--- src/rtl/cmp_pkg.sv ---
// Shared types and default sizes for the min/max tracker and its comparator.
package cmp_pkg;

  localparam int CMP_W     = 4;
  localparam int CMP_CNT_W = 8;

  typedef enum logic [2:0] {
    S_IDLE    = 3'd0,
    S_WAIT    = 3'd1,
    S_CMP_MAX = 3'd2,
    S_CMP_MIN = 3'd3,
    S_DONE    = 3'd4
  } cmp_state_t;

  typedef struct packed {
    logic gt;
    logic eq;
    logic lt;
  } cmp_flags_t;

endpackage

--- src/rtl/cmp_mag_unit.sv ---
// Combinational magnitude comparator, zero latency, no flow control.
// CMP_TRACK_SIGNED_EN selects two's-complement ordering; otherwise unsigned.
module cmp_mag_unit #(
  parameter int W = 4
) (
  input  logic [W-1:0] a,
  input  logic [W-1:0] b,
  output logic         gt,
  output logic         eq,
  output logic         lt
);

`ifdef CMP_TRACK_SIGNED_EN
  assign gt = $signed(a) > $signed(b);
  assign lt = $signed(a) < $signed(b);
`else
  assign gt = a > b;
  assign lt = a < b;
`endif
  assign eq = (a == b);

endmodule

--- src/rtl/cmp_minmax_tracker.sv ---
// Running max/min/count/ties over a framed operand stream; one record per frame.
// One sample per 3 cycles after the first; in_ready drops while comparing or holding a record.
module cmp_minmax_tracker
  import cmp_pkg::*;
#(
  parameter int W     = CMP_W,
  parameter int CNT_W = CMP_CNT_W
) (
  input  logic             clk,
  input  logic             rst_n,
  input  logic             in_valid,
  output logic             in_ready,
  input  logic [W-1:0]     in_data,
  input  logic             in_last,
  output logic             out_valid,
  input  logic             out_ready,
  output logic [W-1:0]     max_val,
  output logic [W-1:0]     min_val,
  output logic [CNT_W-1:0] count,
  output logic [CNT_W-1:0] ties
);

  localparam logic [CNT_W-1:0] CNT_ONE = {{(CNT_W-1){1'b0}}, 1'b1};

  cmp_state_t   state;
  logic [W-1:0] sample_q;
  logic         last_q;
  logic [W-1:0] cmp_b;
  cmp_flags_t   flags;

  assign in_ready = ((state == S_IDLE) || (state == S_WAIT)) && rst_n;

  // The single comparator is shared: B is max_val in S_CMP_MAX, min_val otherwise.
  assign cmp_b = (state == S_CMP_MAX) ? max_val : min_val;

  cmp_mag_unit #(.W(W)) u_cmp (
    .a  (sample_q),
    .b  (cmp_b),
    .gt (flags.gt),
    .eq (flags.eq),
    .lt (flags.lt)
  );

  always_ff @(posedge clk) begin
    if (!rst_n) begin
      state     <= S_IDLE;
      sample_q  <= '0;
      last_q    <= 1'b0;
      max_val   <= '0;
      min_val   <= '0;
      count     <= '0;
      ties      <= '0;
      out_valid <= 1'b0;
    end else begin
      case (state)
        S_IDLE: begin
          if (in_valid) begin
            max_val   <= in_data;
            min_val   <= in_data;
            count     <= CNT_ONE;
            ties      <= '0;
            out_valid <= in_last;
            state     <= in_last ? S_DONE : S_WAIT;
          end
        end
        S_WAIT: begin
          if (in_valid) begin
            sample_q <= in_data;
            last_q   <= in_last;
            if (!(&count)) count <= count + CNT_ONE;
            state    <= S_CMP_MAX;
          end
        end
        S_CMP_MAX: begin
          if (flags.gt) max_val <= sample_q;
          if (flags.eq && !(&ties)) ties <= ties + CNT_ONE;
          state <= S_CMP_MIN;
        end
        S_CMP_MIN: begin
          if (flags.lt) min_val <= sample_q;
          if (last_q) begin
            state     <= S_DONE;
            out_valid <= 1'b1;
          end else begin
            state <= S_WAIT;
          end
        end
        S_DONE: begin
          // Record fields stay as-is after the handshake until the next first sample.
          if (out_ready) begin
            state     <= S_IDLE;
            out_valid <= 1'b0;
          end
        end
        default: state <= S_IDLE;
      endcase
    end
  end

endmodule

--- config.mk ---
export PLATFORM = sky130hd
export DESIGN_NAME = cmp_minmax_tracker
export DESIGN_NICKNAME = d
export VERILOG_FILES = /design/src/rtl/cmp_pkg.sv /design/src/rtl/cmp_mag_unit.sv /design/src/rtl/cmp_minmax_tracker.sv
export SDC_FILE = /design/constraint.sdc
export NUM_CORES = 1
export LEC_CHECK = 0
export CELL_PAD_IN_SITES_DETAIL_PLACEMENT = 0
export CELL_PAD_IN_SITES_GLOBAL_PLACEMENT = 1
export CORE_ASPECT_RATIO = 0.6
export CORE_UTILIZATION = 35
export DETAILED_ROUTE_END_ITERATION = 6
export GPL_TIMING_DRIVEN = 0
export PLACE_DENSITY = 0.77
export SLEW_MARGIN = 20
export SYNTH_ARGS = -nofsm -noshare
export SYNTH_HDL_FRONTEND = slang
export SYNTH_SLANG_ARGS = --single-unit
export TNS_END_PERCENT = 50
--- constraint.sdc ---
create_clock -name clk -period 2.4 [get_ports clk]
set_input_delay 0.48 -clock clk [delete_from_list [all_inputs] [get_ports clk]]
set_output_delay 0.48 -clock clk [all_outputs]
set_load 0.01 [all_outputs]
; ---- Word-level counts from Yosys, hierarchy flattened
; Cells that the tools add are included.
[totals]
n_memories = 0
ramBits = 0
romBits = 0
ff_bits = 33
wordCells = 66
latch_bits = 0
out_inout_bits = 26
[classes]
n_div = 0
add_sub_neg = 2
eq_ne = 13
magnitude_cmp = 2
n_mux = 23
bitwise = 0
multipliers = 0
n_reduce_logical = 18
n_shift = 0
[ops]
columns = cell, count
row1 = 2-to-1 mux 8 bit, 5
row2 = case mux 8 bit (2 select lines), 2
row3 = adder 8 x 1 -> 8 bit (second input constant), 2
row4 = 2-to-1 mux 4 bit, 4
row5 = case mux 4 bit (2 select lines), 2
row6 = AND reduction 8 bit, 2
row7 = 2-to-1 mux 3 bit, 5
row8 = case mux 3 bit (5 select lines), 1
row9 = AND reduction 3 bit, 4
row10 = inequality test 2 bit (second input constant), 5
row11 = AND reduction 4 bit, 2
row12 = == test 3 x 2 -> 1 bit (second input constant), 2
row13 = inequality test 2 x 1 -> 1 bit (second input constant), 3
row14 = nonzero test 2 bit, 3
row15 = == test 4 bit, 1
row16 = > comparator 4 bit, 1
row17 = less-than comparator 4 bit, 1
row18 = == test 3 x 1 -> 1 bit (second input constant), 1
row19 = == test 3 bit (second input constant), 1
row20 = logical NOT 3 bit, 1
row21 = 2-to-1 mux 1 bit, 3
row22 = case mux 1 bit (3 select lines), 1
row23 = nonzero test 3 bit, 1
row24 = logical AND 1 bit, 2
row25 = 3 further kinds, 3

; ---- Longest topological paths before layout
; Gate-level depths: netlist of the first run.
[depth]
depth_word = 6
depth_mapped = 11
mapped_depth_nobuf = 9

; ---- By module
; Synthesis of the first run repeated with hierarchy kept, for this count alone.
[unflattened]
cells_unflattened = 211
hier_area_um2 = 1861.8
[by_module_without_submodules]
columns = module, cells_each, seq_area_each_um2, area_each_um2, n_inst
row1 = cmp_minmax_tracker, 195, 660.6, 1732.9, 1
row2 = cmp_mag_unit, 16, 0.0, 128.9, 1

; ---- Least setup slack after synthesis of the first run
; OpenSTA, ideal clock, no wires.
[synth_path]
path_type = register -> register
startpoint = register state[1]
endpoint = register max_val[0]
path_slack_ns = -0.032
t_required_ns = 2.328
setup_time_ns = 0.072
arrival_ns = 2.361
n_path_buf = 2
stages_incl_launch_ff = 10
period_less_slack_ns = 2.432
cell_sequence = dfxtp_1 buf_2 nor3b_1 buf_2 mux2i_1 ha_1 nor2b_1 o31ai_1 a31o_2 mux2i_1
[synth_via]
elab_chain_cells = 5
elab_cells_between_ends = 9
classes_between = 1 x order compare / 3 x eq/ne / 2 x mux / 3 x reduce/logical
[synth_rtl]
columns = element, line
row1 = from (decl), cmp_minmax_tracker.sv:25  ; cmp_state_t state;
row2 = from (signal assigned), cmp_minmax_tracker.sv:63  ; state <= in_last ? S_DONE : S_WAIT;
row3 = == test 3 x 2 -> 1 bit, "cmp_minmax_tracker.sv:34, cmp_minmax_tracker.sv:55"
row4 = 2-to-1 mux 4 bit, cmp_minmax_tracker.sv:34  ; assign cmp_b = (state == S_CMP_MAX) ? max_val : min_val;
row5 = > comparator 4 bit, cmp_mag_unit.sv:17  ; assign gt = a > b;
row6 = inequality test 2 x 1 -> 1 bit (no line), --
row7 = AND reduction 3 bit (no line), --
row8 = to (signal assigned), cmp_minmax_tracker.sv:58  ; max_val <= in_data;
row9 = to (signal assigned), cmp_minmax_tracker.sv:75  ; if (flags.gt) max_val <= sample_q;
row10 = to (decl), cmp_minmax_tracker.sv:17  ; output logic [W-1:0] max_val,
; Parallel ways exist; a longest one is shown, timed or not.
; A chain may end at the register's enable or synchronous reset.

; ---- Worst setup path after layout of the first run
[layout_path]
startpoint = register state[1]
endpoint = register max_val[3]
; Same word-level chain as after synthesis.

==> results.json, run 1 <==
{
  "drtIter0Drc": 87,
  "die_x_um": 96.7,
  "hold_path_startpoint": "max_val[1]$_SDFFE_PN0P_",
  "num_rows": 20,
  "maxCapViolations": 0,
  "synth_fp_nets": 233,
  "post_synth_and_or_nand_nor_area_fraction_pct": 26.1,
  "ys_types": 45,
  "swShare_pct": 29.7,
  "clkPwrFrac_pct": 33.7,
  "yosysSeqAreaShare_pct": 35.1,
  "worst_pin_slew_ns": 0.834,
  "die_h_um": 58.8,
  "final_common_cell": "clkdlybuf4s50_1",
  "gp_congestion": 0.817,
  "combPwrFrac_pct": 29.8,
  "clkSinkCount": 33,
  "min_to": "max_val[1]$_SDFFE_PN0P_",
  "syn_to_final_growth_pct": 42.5,
  "drc": 0,
  "startpoint": "state[1]$_SDFFE_PN0P_",
  "first_pass_iters": 4,
  "core_um2": 5130,
  "synth_top_family_by_area": "simple AND/OR/NAND/NOR gates",
  "ys_seq_elements": 33,
  "cts_root_buf": "clkbuf_8",
  "path_class": "reg2reg",
  "peakVddDrop_uv": 316,
  "fin_skew_ns": 0.00935,
  "pin_count": 35,
  "insertion_delay_ns": 0.29,
  "grt_start_max_net_pins": 11,
  "wire_per_inst_um": 15.2,
  "final-max-slew-violation-count": 0,
  "dp_cells": 318,
  "min_path_cells": 2,
  "cp.arrival_ns": 2.55,
  "synth_xor_area_share_pct": 0,
  "finalHoldViolCount": 0,
  "synth_edf_count": 0,
  "port_buffers": 34,
  "grt_antenna_before_repair": 0,
  "cts_tree": "built",
  "fin_crit_sh_pct": 97.5,
  "drive_above_1_share_pct": 19.4,
  "hpwl_um": 3640,
  "synth.avg_cell_area_um2": 8.64,
  "track_usage_pct": 18.9,
  "num_vias": 1844,
  "r2r_setup_slack_ns": 0.06,
  "rsz0062_at_grt": "true",
  "finalNonFillerCells": 344,
  "r2r-start": "state[1]$_SDFFE_PN0P_",
  "layout_common_cells": "clkdlybuf4s50_1 (33), dfxtp_1 (31), nand2_1 (19), mux2i_1 (19), buf_4 (18)",
  "gr-total-overflow": 0,
  "synth_fa_ha_area_share_pct": 3.99,
  "p_int_mw": 1.17,
  "synthMuxAreaShare_pct": 10.6,
  "switchingPower_mw": 0.493,
  "synth_compound_area_share_pct": 20.6,
  "syn_inst": 218,
  "worstSetupStartpointType": "flop",
  "fin_crit_ns": 2.34,
  "insertedDiodeCount": 0,
  "maxSlewHeadroom_pct": 44.0,
  "outcome": "finished clean",
  "cts_buffer_depth": 2,
  "dieArea_um2": 5690,
  "synth_warnings": 0,
  "ys_async_sr_fraction_pct": 0,
  "htreeDepth": 2,
  "power_frac_seq_pct": 36.6,
  "vias_per_cell": 5.36,
  "timing.setup.tns_ns": 0,
  "cp-end-kind": "flop",
  "total_power_mw": 1.66,
  "setup_violations": 0,
  "leakagePower_nw": 1.08,
  "required_ns": 2.61,
  "r2r_cells": 9,
  "powerDensity_nw_per_um2": 620,
  "fmax_mhz": 427,
  "grt_pass1_wl_um": 8290,
  "reg2reg_to": "max_val[3]$_SDFFE_PN0P_",
  "grt_pass1_vias": 1625,
  "critPathMaxFanout": 6,
  "path_clk_slew_ns": 0.07,
  "ant_nets": 0,
  "wirelength_um": 5240,
  "synth_flop_cell": "dfxtp_1",
  "netlist_area_um2": 1880,
  "start_util_pct": 36.7,
  "hold_class": "reg2reg",
  "numCtsBuffers": 5,
  "nNetsFinal": 292
}
[routing by layer]
layer  GRT usage, %  vias to the layer above  routed length, µm
met4           5.76                        0                 25
met1           28.5                      864               2780
met2           25.9                       51               2120
met3           4.87                        2                304
li1               -                      927                  -
met5              0                        -                  0
[stage by stage]
stage	util (%)	setup slack (ns)	area, µm²	hold slack, ns
CTS	49.2	0.00556	2520	0.485
floorplan	-	0.0952	1890	0.463
global placement	45.0	-0.420	2310	0.471
finish	52.3	0.0600	2680	0.488
detailed placement	45.0	-0.404	2310	0.472
global route	52.3	-0.0446	2680	0.527
[flip-flops by register name, summed over array words and instances, names as in the netlist]
| signal | flops |
|---|---|
| max_val | 4 |
| count | 8 |
| state | 3 |
| min_val | 4 |
| last_q | 1 |
| sample_q | 4 |
| ties | 8 |
| out_valid | 1 |
[what timing repair did]
action                                  in CTS  in global routing
gates cloned                                 0                  0
endpoints found under the setup margin      16                 17
buffers inserted                             5                 13
pin swaps                                    2                 12
resized for setup                           15                 16
hold buffers                                 0                  0
[how the worst max path moves through the flow]
stage                                          to  slack (ns)  cells after the start
after floorplan              ties[5]$_SDFFE_PN0P_         0.1                      9
after global placement       ties[5]$_SDFFE_PN0P_       -0.42                      9
after detailed placement     ties[5]$_SDFFE_PN0P_       -0.40                      9
after CTS                    ties[3]$_SDFFE_PN0P_       0.006                     10
after global routing         ties[4]$_SDFFE_PN0P_       -0.04                     10
final                     max_val[3]$_SDFFE_PN0P_        0.06                      9
[cells by family after synthesis]
family,count (synthesis)
compound gates,54
flops,33
fa+ha+maj,6
buf+inv,15
simple gates,90
mux,20
[Yosys cell counts, drive strengths merged, types with 2 or more instances]
library cell	n	area, µm²
o21ai	9	45.0
nand4	4	25.0
o211ai	4	30.0
clkbuf	6	22.5
a31o	2	17.5
and4	2	17.5
or2	5	33.8
inv	5	18.8
a31oi	2	12.5
dfxtp	33	661
o32a	2	20.0
nor2	17	63.8
or3	3	18.8
nor3b	3	22.5
buf	4	26.3
nand2	22	82.6
and2	2	12.5
nand2b	5	31.3
o21a	3	22.5
nor2b	2	12.5
a211o	2	17.5
ha	6	75.1
a21oi	12	60.1
nand3b	2	15.0
a21o	2	15.0
nor3	3	15.0
nand3	7	35.0
mux2i	20	200
a211oi	11	82.6
and3	5	31.3
or3b	2	17.5
[area by class of cell]
type | count | area [µm²]
Sequential cell | 33 | 663
Buffer | 10 | 72.6
Clock buffer | 7 | 86.3
Clock inverter | 1 | 30.0
Inverter | 5 | 18.8
Tap cell | 66 | 82.6
Fill cell | 478 | 2450
Multi-Input combinational cell | 170 | 1250
Timing Repair Buffer | 52 | 482
[critical path, cell delays in order (launching register included)]
cell	delay (ns)
dfxtp_2	0.33
buf_6	0.11
nor3b_4	0.21
buf_6	0.16
mux2i_2	0.20
ha_1	0.26
nor2b_4	0.14
o31ai_4	0.35
a31o_4	0.27
mux2i_1	0.22
[power groups by stage]
| stage | combinational [mW] | clock, mW | sequential, mW |
|---|---|---|---|
| 2_1_floorplan | 0.237 | 0 | 0.622 |
| 3_3_place_gp | 0.372 | 0 | 0.618 |
| 3_5_place_dp | 0.372 | 0 | 0.617 |
| 4_1_cts | 0.425 | 0.570 | 0.606 |
| 5_1_grt | 0.532 | 0.597 | 0.612 |
| 6_report | 0.495 | 0.559 | 0.608 |
Note: power is estimated with default switching activity, not from simulation.
==> run 2, diff against run 1 <==
--- a/config.mk
+++ b/config.mk
@@ -11,8 +11,8 @@
 export CORE_UTILIZATION = 35
 export DETAILED_ROUTE_END_ITERATION = 6
 export GPL_TIMING_DRIVEN = 0
+export MAX_ROUTING_LAYER = met4
 export PLACE_DENSITY = 0.77
-export SLEW_MARGIN = 20
 export SYNTH_ARGS = -nofsm -noshare
 export SYNTH_HDL_FRONTEND = slang
 export SYNTH_SLANG_ARGS = --single-unit
==> run 2 against run 1 <==
  * Clock-buffer cell count unchanged
  * Total power decreased by 0.20%
  * Worst hold slack improved by 0.00068 ns
  * Non-clock buffer count unchanged
  * Core utilization unchanged
  * Critical endpoint unchanged
  * Cell area unchanged
  * Final cell count unchanged
  * Sequential power about the same
  * Critical path type unchanged
  * Critical path depth unchanged
==> results.json, run 2 (synthesis gave the netlist of run 1 again) <==
{
  "grt_antenna_before_repair": 0,
  "clkPwrFrac_pct": 33.6,
  "critPathMaxFanout": 6,
  "setup_violations": 0,
  "final_common_cell": "clkdlybuf4s50_1",
  "cp.arrival_ns": 2.55,
  "num_vias": 1841,
  "cts_root_buf": "clkbuf_8",
  "crit_buf_inv": 2,
  "drc": 0,
  "fin_skew_ns": 0.00903,
  "wirelength_um": 5220,
  "cts_tree": "built",
  "rsz0062_at_grt": "true",
  "leakagePower_nw": 1.08,
  "total_power_mw": 1.66,
  "outcome": "finished clean",
  "grt_start_max_net_pins": 11,
  "finalHoldViolCount": 0,
  "grt_pass1_vias": 1623,
  "insertedDiodeCount": 0,
  "wire_per_inst_um": 15.2,
  "crit_path_frequent_cell": "buf_6",
  "powerDensity_nw_per_um2": 619,
  "cpPeakStageDelay_ns": 0.35,
  "final-max-slew-violation-count": 0,
  "die_x_um": 96.7,
  "die_h_um": 58.8,
  "htreeDepth": 2,
  "hold_class": "reg2reg",
  "pin_count": 35,
  "worstSetupStartpointType": "flop",
  "maxSlewHeadroom_pct": 44.8,
  "first_pass_iters": 4,
  "start_util_pct": 36.7,
  "syn_to_final_growth_pct": 42.5,
  "hpwl_um": 3640,
  "peakVddDrop_uv": 316,
  "drtIter0Drc": 90,
  "swShare_pct": 29.5,
  "gr-total-overflow": 0,
  "dp_cells": 318,
  "power_frac_seq_pct": 36.7,
  "layout_common_cells": "clkdlybuf4s50_1 (33), dfxtp_1 (31), nand2_1 (19), mux2i_1 (19), buf_4 (18)",
  "vias_per_cell": 5.35,
  "dieArea_um2": 5690,
  "crit_family": "compound AO/OA/AOI/OAI gates",
  "slowest_stage": "o31ai_4",
  "num_rows": 20,
  "worst_pin_slew_ns": 0.825,
  "timing.setup.tns_ns": 0,
  "port_buffers": 34,
  "cp-end-kind": "flop",
  "path_class": "reg2reg",
  "ant_nets": 0,
  "path_clk_slew_ns": 0.07,
  "track_usage_pct": 19.5,
  "insertion_delay_ns": 0.29,
  "numCtsBuffers": 5,
  "crit_chain": "buf_6, nor3b_4, buf_6, mux2i_2, ha_1, nor2b_4, o31ai_4, a31o_4, mux2i_1",
  "required_ns": 2.61,
  "fin_crit_sh_pct": 97.3,
  "reg_top3": "count: 8 flops, ties: 8 flops",
  "p_int_mw": 1.17,
  "nNetsFinal": 292,
  "grt_pass1_wl_um": 8300,
  "finalNonFillerCells": 344,
  "gp_congestion": 0.829,
  "drive_above_1_share_pct": 19.4,
  "maxCapViolations": 0,
  "switchingPower_mw": 0.490,
  "clkSinkCount": 33,
  "fin_crit_ns": 2.34,
  "fmax_mhz": 428,
  "combPwrFrac_pct": 29.8,
  "core_um2": 5130,
  "cts_buffer_depth": 2
}
## run 2: cell counts in the layout (fill, tap and decap cells not counted)
Identical to the previous run, type by type.
## run 2: path summary, 6_finish.rpt
path | startpoint | slack (ns) | depth (start not counted) | end
max | state[1]$_SDFFE_PN0P_ | 0.06 | 9 | max_val[3]$_SDFFE_PN0P_
min | max_val[1]$_SDFFE_PN0P_ | 0.49 | 2 | max_val[1]$_SDFFE_PN0P_
max reg2reg | state[1]$_SDFFE_PN0P_ | 0.06 | 9 | max_val[3]$_SDFFE_PN0P_
min reg2reg | max_val[1]$_SDFFE_PN0P_ | 0.49 | 2 | max_val[1]$_SDFFE_PN0P_
## run 2: through the flow
| step | utilization, % | hold slack (ns) | setup WS (ns) | instance area (µm²) |
|---|---|---|---|---|
| floorplan | - | 0.463 | 0.0952 | 1890 |
| global placement | 45.0 | 0.471 | -0.420 | 2310 |
| detailed placement | 45.0 | 0.472 | -0.404 | 2310 |
| CTS | 49.2 | 0.485 | 0.00556 | 2520 |
| global route | 52.3 | 0.527 | -0.0446 | 2680 |
| finish | 52.3 | 0.488 | 0.0638 | 2680 |
## run 2: what timing repair did
action,in CTS,in global routing
cloned,0,0
buffers inserted,5,13
resized for setup,15,16
setup endpoints to repair,16,17
pin swaps,2,12
endpoints found under the hold margin,0,0
hold buffers,0,0
## run 2: worst min-delay path: stages (launching register included)
cell and delay (ns):
dfxtp_1 0.33, nand2_1 0.06, mux2i_1 0.05
## run 2: final cells by class
cell class / count / area, µm²
multi-input combinational: 170 / 1250
timing repair buffer: 52 / 482
inverter: 5 / 18.8
clock inverter: 1 / 30.0
tap: 66 / 82.6
clock buffer: 7 / 86.3
sequential: 33 / 663
fill: 478 / 2450
buffer: 10 / 72.6
## run 2: power by group through the flow
stage | Combinational [mW] | Sequential [mW] | Clock [mW]
final | 0.494 | 0.608 | 0.557
after global routing | 0.532 | 0.612 | 0.597
after CTS | 0.425 | 0.606 | 0.570
after detailed placement | 0.372 | 0.617 | 0
after global placement | 0.372 | 0.618 | 0
after floorplan | 0.237 | 0.622 | 0
## run 2: metal layers
layer  GRT usage, %  wire [µm]
met5              -          0
met4           5.76         25
met3           4.63        314
met2           25.9       2110
met1           28.7       2770
==> run 3, diff against run 2 <==
--- a/config.mk
+++ b/config.mk
@@ -5,6 +5,7 @@
 export SDC_FILE = /design/constraint.sdc
 export NUM_CORES = 1
 export LEC_CHECK = 0
+export ABC_AREA = 0
 export CELL_PAD_IN_SITES_DETAIL_PLACEMENT = 0
 export CELL_PAD_IN_SITES_GLOBAL_PLACEMENT = 1
 export CORE_ASPECT_RATIO = 0.6
==> results of run 3 <==
The final DEF is identical to that of run 2; final timing and power are the same.
